## src/rtl/vehicle_detector.sv

```systemverilog
// Road-B loop conditioner: synchronise, debounce, latch a vehicle request until served,
// count arrivals and force the request high while the sensor looks stuck.
module vehicle_detector #(
   parameter int DEBOUNCE     = 4,
   parameter int STUCK_CYCLES = 1000,
   parameter int CNT_W        = 8
) (
   input  logic             clock,
   input  logic             rst,
   input  logic             loop_raw,
   input  logic             served,
   input  logic             count_clr,
   output logic             detectorB,
   output logic             arrival,
   output logic [CNT_W-1:0] car_count,
   output logic             fault
);

   localparam int DEB_W = $clog2(DEBOUNCE + 1);
   localparam int STK_W = $clog2(STUCK_CYCLES + 1);
   localparam logic [DEB_W-1:0] DEB_LAST = DEB_W'(DEBOUNCE - 1);
   localparam logic [STK_W-1:0] STK_LAST = STK_W'(STUCK_CYCLES - 1);
   localparam logic [CNT_W-1:0] CNT_MAX  = '1;

   typedef enum logic [2:0] {
      IDLE     = 3'd0,
      QUAL_ON  = 3'd1,
      PRESENT  = 3'd2,
      QUAL_OFF = 3'd3,
      STUCK    = 3'd4
   } state_t;

   logic             s1, s2;
   state_t           state, state_next;
   logic [DEB_W-1:0] deb_cnt, deb_next;
   logic [STK_W-1:0] stuck_cnt, stuck_next;
   logic             arrival_next;
   logic             req, req_next;
   logic             fault_next;
   logic             detector_next;
   logic [CNT_W-1:0] count_next;

   // All outputs are registered from their next values so they change on the same edge as the state.
   always_ff @(posedge clock or negedge rst) begin
      if (!rst) begin
         s1        <= 1'b0;
         s2        <= 1'b0;
         state     <= IDLE;
         deb_cnt   <= '0;
         stuck_cnt <= '0;
         req       <= 1'b0;
         arrival   <= 1'b0;
         fault     <= 1'b0;
         detectorB <= 1'b0;
         car_count <= '0;
      end else begin
         s1        <= loop_raw;
         s2        <= s1;
         state     <= state_next;
         deb_cnt   <= deb_next;
         stuck_cnt <= stuck_next;
         req       <= req_next;
         arrival   <= arrival_next;
         fault     <= fault_next;
         detectorB <= detector_next;
         car_count <= count_next;
      end
   end

   always_comb begin
      state_next   = state;
      deb_next     = deb_cnt;
      stuck_next   = stuck_cnt;
      arrival_next = 1'b0;
      case (state)
         IDLE: begin
            if (s2) begin
               state_next = QUAL_ON;
               deb_next   = DEB_W'(1);
            end
         end
         QUAL_ON: begin
            if (!s2) begin
               state_next = IDLE;
               deb_next   = '0;
            end else if (deb_cnt == DEB_LAST) begin
               state_next   = PRESENT;
               arrival_next = 1'b1;
               stuck_next   = '0;
            end else begin
               deb_next = deb_cnt + DEB_W'(1);
            end
         end
         PRESENT: begin
            if (!s2) begin
               state_next = QUAL_OFF;
               deb_next   = DEB_W'(1);
            end else if (stuck_cnt == STK_LAST) begin
               state_next = STUCK;
               deb_next   = '0;
            end else begin
               stuck_next = stuck_cnt + STK_W'(1);
            end
         end
         QUAL_OFF: begin
            // A short dropout returns to PRESENT without resetting the stuck timer.
            if (s2) begin
               state_next = PRESENT;
            end else if (deb_cnt == DEB_LAST) begin
               state_next = IDLE;
               deb_next   = '0;
               stuck_next = '0;
            end else begin
               deb_next = deb_cnt + DEB_W'(1);
            end
         end
         STUCK: begin
            if (s2) begin
               deb_next = '0;
            end else if (deb_cnt == DEB_LAST) begin
               state_next = IDLE;
               deb_next   = '0;
               stuck_next = '0;
            end else begin
               deb_next = deb_cnt + DEB_W'(1);
            end
         end
         default: begin
            state_next = IDLE;
            deb_next   = '0;
            stuck_next = '0;
         end
      endcase
   end

   // A new arrival wins over a simultaneous served; the fault forces the request high.
   always_comb begin
      fault_next = (state_next == STUCK);
      if (arrival_next) begin
         req_next = 1'b1;
      end else if (served) begin
         req_next = 1'b0;
      end else begin
         req_next = req;
      end
      detector_next = req_next | fault_next;
      if (count_clr) begin
         count_next = arrival_next ? CNT_W'(1) : '0;
      end else if (arrival_next && (car_count != CNT_MAX)) begin
         count_next = car_count + CNT_W'(1);
      end else begin
         count_next = car_count;
      end
   end

endmodule

```

## config.mk

```make
export PLATFORM = sky130hd
export DESIGN_NAME = vehicle_detector
export DESIGN_NICKNAME = d
export VERILOG_FILES = /design/src/rtl/vehicle_detector.sv
export SDC_FILE = /design/constraint.sdc
export NUM_CORES = 1
export LEC_CHECK = 0
export CAP_MARGIN = 25
export CORE_MARGIN = 10
export CORE_UTILIZATION = 45
export CTS_CLUSTER_SIZE = 14
export DETAILED_ROUTE_END_ITERATION = 16
export PLACE_DENSITY = 0.61
export SLEW_MARGIN = 5
export SYNTH_ARGS = -nofsm -noshare
export SYNTH_HDL_FRONTEND = slang
export SYNTH_SLANG_ARGS = --single-unit
```

## constraint.sdc

```tcl
create_clock -name clock -period 2.35 [get_ports clock]
set_clock_uncertainty 0.1 [all_clocks]
set_input_delay 0.47 -clock clock [delete_from_list [all_inputs] [get_ports clock]]
set_output_delay 0.47 -clock clock [all_outputs]
set_load 0.02 [all_outputs]
```

### Yosys cells after proc, flatten, opt, wreduce, memory -nomap -nowiden

Cells that the tools add are included.

* flip-flop bits (word level): 30
* input port bits: 5
* output and inout bits: 11
* word-level logic and storage cells: 69

* add/subtract/negate cells: 3
* eq/ne operators: 16
* muxes and demuxes: 32
* bitwise operators: 2
* reduce and logical (&&, ||, !) cells: 6

Operators by type and width (count)
* 10-bit two-way mux: 5
* 3-bit two-way mux: 16
* 10-bit case mux with 4 select lines: 1
* 3-bit case mux with 5 select lines: 2
* 8-bit two-way mux: 2
* 2-bit inequality test (second input constant): 6
* 10-bit by 1-bit adder with 10-bit output (second input constant): 1
* 10-bit == test (second input constant): 1
* 3-bit by 2-bit == test with 1-bit output (second input constant): 3
* 8-bit by 1-bit adder with 8-bit output (second input constant): 1
* 8-bit inequality test (second input constant): 1
* 3-bit == test (second input constant): 2
* 1-bit two-way mux: 6
* 3-bit inequality test (second input constant): 2
* 5-bit AND reduction: 1
* 4-bit AND reduction: 1
* 3-bit by 1-bit adder with 3-bit output (second input constant): 1
* 3-bit by 1-bit == test with 1-bit output (second input constant): 1
* 3-bit logical NOT: 1
* 2-bit nonzero test: 1
* 2-bit OR reduction: 1
* 1-bit logical AND: 1
* 1-bit NOT: 1
* 1-bit bitwise OR: 1

### Longest topological paths before layout

Gate-level depths: netlist of run 1.

* word-level depth: 7
* gate-level depth with buffers: 8
* mapped depth without buffers: 8

### Least setup slack after synthesis of run 1

Ideal clock, no wire load.

* path type: flip-flop to flip-flop
* from: reg deb_cnt[0]
* to: reg stuck_cnt[0]
* library setup time: 0.128 ns
* data arrival time: 1.732 ns
* data required time: 2.122 ns
* path slack: 0.391 ns
* cell stages (with the launch flop): 9
* buffers on the path: 1
* clock period less this slack: 1.959 ns
* cell sequence: dfrtp_1 -> ha_1 -> ha_1 -> nand2_1 -> o21ai_0 -> a21oi_1 -> buf_2 -> nor2_1 -> mux2_1

* word-level cells in the longest chain between the ends: 4
* elaborated cells on any way between the ends: 5
* classes of those cells: eq/ne: 1; mux: 4

RTL lines
* start: declaration: RTL line 35 `logic [DEB_W-1:0] deb_cnt, deb_next;`
* start signal: assignment: RTL line 60 `deb_cnt <= deb_next;`
* 3-bit by 2-bit == test with 1-bit output *: RTL line 86, 109, 120
* 10-bit two-way mux *
* 10-bit two-way mux (on tied branches)
* 10-bit case mux with 4 select lines *
* end signal: assignment: RTL line 61 `stuck_cnt <= stuck_next;`
* end: declaration: RTL line 36 `logic [STK_W-1:0] stuck_cnt, stuck_next;`

Every way passes the cells marked *; elsewhere a longest branch is shown, timed or not. The select of a mux whose other input is x is not followed.
A chain may end at the register's enable or synchronous reset.

### Final worst setup path of run 1

* from: reg deb_cnt[0]
* to: reg deb_cnt[0]

* word-level cells in the longest chain between the ends: 4
* elaborated cells on any way between the ends: 10
* classes of those cells: add/sub: 1; eq/ne: 2; mux: 6; reduce/logical: 1

RTL lines
* 3-bit by 1-bit adder with 3-bit output / 3-bit by 2-bit == test with 1-bit output (equally long branches)
* 3-bit two-way mux (on tied branches): RTL line 109, 120, 86
* 3-bit two-way mux (on tied branches): RTL line 118, 107, 83
* 3-bit case mux with 5 select lines: RTL line 75 `case (state)`

Parallel ways exist; a longest one is shown, timed or not. The select of a mux whose other input is x is not followed.

==> results of run 1 <==
## layout by cell type, fill, tap and decap left out, drive strengths merged, types with 2 or more instances in the layout
cell | netlist | layout
clkdlybuf4s50 | 0 | 15
a31o | 2 | 2
and3 | 4 | 4
mux2i | 2 | 2
and4 | 2 | 2
or3 | 2 | 2
and2b | 2 | 2
o31ai | 3 | 3
nor4 | 3 | 3
xor2 | 3 | 3
nand2 | 10 | 10
inv | 7 | 7
ha | 5 | 5
o21ai | 16 | 16
nand2b | 8 | 8
o31a | 2 | 2
xnor2 | 3 | 3
buf | 8 | 4
nand3 | 9 | 9
nor2 | 22 | 22
nor3 | 2 | 2
a31oi | 4 | 4
mux2 | 2 | 2
dfrtp | 30 | 30
a221oi | 2 | 2
a21oi | 13 | 13
nand4 | 2 | 2
clkbuf | 0 | 6
## final cells by class
type                            instances  area [um2]  share of cell area
Multi-Input combinational cell        133         905               0.451
Sequential cell                        30         751               0.375
Timing Repair Buffer                   19         180              0.0899
Clock buffer                            6        82.6              0.0412
Tap cell                               48        60.1              0.0300
Inverter                                7        26.3              0.0131
## per-layer routing
metal	GRT usage	up-vias	wire [um]
li1	-	676	-
met1	0.137	656	1580
met2	0.183	30	1640
met3	0.0382	7	185
met4	0.0510	0	63
met5	0	-	0
## stage by stage
stage / total power [uW] / utilization / setup slack, ns
floorplan: 1000 / - / 0.391
global placement: 1100 / 0.520 / 0.232
detailed placement: 1120 / 0.520 / 0.164
CTS: 1520 / 0.542 / 0.169
global route: 1620 / 0.543 / 0.133
finish: 1510 / 0.543 / 0.273
## final timing paths
check,depth (start not counted),slack [ns],end
worst max-delay path,7,0.27,deb_cnt[0]$_DFFE_PN0P_
worst min-delay path,0,0.25,s2$_DFF_PN0_
worst max register to register,7,0.27,deb_cnt[0]$_DFFE_PN0P_
worst min register to register,0,0.25,s2$_DFF_PN0_
max in group asynchronous,2,1.40,s1$_DFF_PN0_
min in group asynchronous,2,0.47,fault$_DFF_PN0_
## flip-flops by register name, indices dropped and copies added (netlist names)
| signal | count |
|---|---|
| stuck_cnt | 10 |
| car_count | 8 |
| deb_cnt | 3 |
| state | 3 |
| arrival | 1 |
| detectorB | 1 |
| fault | 1 |
| req | 1 |
| s1 | 1 |
| s2 | 1 |
## cells by family after synthesis
logic type | after synthesis | synth area share
and+or+nand+nor | 72 | 0.260
AOI/OAI and AO/OA | 46 | 0.171
DFF | 30 | 0.437
buffers and inverters | 15 | 0.0379
xor gates and xnor gates | 6 | 0.0306
adders and majority gates | 5 | 0.0364
muxes | 4 | 0.0270
## worst reg2reg max path, delay by kind of cell (launching register included)
family / cells / cell delay, ns
AOI/OAI and AO/OA: 3 / 0.53
muxes: 1 / 0.33
adders and majority gates: 2 / 0.44
DFF: 1 / 0.41
buffers and inverters: 1 / 0.16
## power groups by stage
stage / sequential (uW) / clock, uW / combinational, uW
after floorplan: 629 / 0 / 372
after global placement: 673 / 0 / 428
after detailed placement: 677 / 0 / 440
after CTS: 668 / 410 / 445
after global routing: 685 / 436 / 500
final: 669 / 397 / 446
==> flow_summary.yaml, run 1 <==
cts:
  clock-root-buffer: "clkbuf_8"
  cts_max_level: 2
  numCtsBuffers: 5
  postCtsResizedCells: 0
  postCtsSetupBuffers: 0
  path_clk_slew_ns: 0.05
  worst_skew_pair.late_latency_ns: 0.28
  cts_tree: "yes"
  cts.sinks: 30
  cts_hold_buf: 0
  clock_path_buffers: 2
die:
  die_x_um: 81.8
  start_util: 0.465
  die-area_um2: 6690
  rows: 22
  io_pins: 16
  coreArea_um2: 3690
  die_y_um: 81.8
drt:
  drt_iter0_drc: 128
  via_per_inst: 5.63
  dr.pass1.iters: 4
  num_vias: 1369
  drt-total-wl_um: 3470
  wl_per_cell_um: 14.3
  drc: 0
  ant_nets: 0
global_route:
  grt_usage: 0.115
  grt_max_degree: 31
  antenna_found_initial: 0
  grt_first_pass_wirelength_um: 6020
  first_global_vias: 1350
  grt-ovfl-total: 0
yosys:
  syn-cell-area_um2: 1720
  async_reset_ff_frac: 1.00
  synth_top_area_share: 0.437
  yosys_warnings: 0
  postSynthCellCount: 178
  synth_edf_count: 0
  synth_top_cell_by_area: "dfrtp_1"
  ys_top_cells_by_count: "dfrtp_1, nor2_1, o21ai_0"
  synth-seq-cells: 30
  ys_top_cells_by_area: "dfrtp_1, nor2_1, o21ai_0, a21oi_1, ha_1"
  ys_seq_area_frac: 0.437
  synth_ff_type: "dfrtp_1"
  syn_avg_cell_area_um2: 9.64
  yosysMostFrequentCell: "dfrtp_1"
  synth_fp_nets: 188
  synth.distinct_cells: 46
sta:
  fmax_ghz: 0.482
  period_share: 0.884
  setup_viol: 0
  rsz0062_at_grt: "no"
  relSlewSlack: 0.675
  hold_viol_final: 0
  period_minus_slack_ns: 2.08
  worstMarginPinSlew_ns: 0.487
  whs_ns: 0.250
  finalMaxSlewViolations: 0
  finalSetupTns_ns: 0
worst_setup_path:
  crit_slowest_cell: "dfrtp_1"
  crit_top_cell: "ha_1"
  critical_path.max_stage_delay_ns: 0.41
  endpoint_kind: "register"
  critical_path_buf_inv_count: 1
  crit_required_ns: 2.41
  path_delay_family: "compound AO/OA/AOI/OAI gates"
  startpoint: "deb_cnt[0]$_DFFE_PN0P_"
  worstPathMaxFanout: 6
  critPathArrivalTime_ns: 2.14
  r2r-start: "deb_cnt[0]$_DFFE_PN0P_"
  path_cells: "ha_1 > ha_1 > buf_4 > o211ai_1 > a21oi_1 > a31oi_4 > mux2_4"
  cp-start-kind: "register"
  path_class: "register to register"
min_path:
  holdCritPathClass: "register to register"
  min_from: "s1$_DFF_PN0_"
power:
  power_density_nw_per_um2: 755
  p_int_uw: 1000
  p_leak_uw: 0.000878
  power_frac_clock: 0.263
  p_comb_frac: 0.295
  switching_share: 0.336
  power.net_switching_uw: 508
  seqPwrFrac: 0.442
  vdd_drop_max_mv: 0.379
placement:
  post_dp_cell_area_um2: 1920
  place.gp.congestion: 0.805
  io_buffers: 15
  placedCellCount: 237
  dpl.hpwl_um: 2550
final_layout:
  area_growth_pct: 16.8
  fillers: 369
  drive_above_1_share: 0.123
  antenna_cells: 0
  postLayoutCellArea_um2: 2000
  final_cells: 243
  nets: 206
run_status:
  status: "complete, no violations"
flow_run:
  max-cap-violations: 0
No activity file was read; power rests on OpenSTA's default activity.
==> run 2: changes to the inputs <==
--- a/config.mk
+++ b/config.mk
@@ -10,6 +10,7 @@
 export CORE_UTILIZATION = 45
 export CTS_CLUSTER_SIZE = 14
 export DETAILED_ROUTE_END_ITERATION = 16
+export GPL_ROUTABILITY_DRIVEN = 0
 export PLACE_DENSITY = 0.61
 export SLEW_MARGIN = 5
 export SYNTH_ARGS = -nofsm -noshare
==> results of run 2 <==
No change in the layout: final DEF, timing and power equal those of run 1.
==> run 3: changes to the inputs <==
--- a/config.mk
+++ b/config.mk
@@ -12,6 +12,7 @@
 export DETAILED_ROUTE_END_ITERATION = 16
 export GPL_ROUTABILITY_DRIVEN = 0
 export PLACE_DENSITY = 0.61
+export SKIP_CTS_REPAIR_TIMING = 1
 export SLEW_MARGIN = 5
 export SYNTH_ARGS = -nofsm -noshare
 export SYNTH_HDL_FRONTEND = slang
==> results of run 3 <==
No change in the layout: final DEF, timing and power equal those of run 1.
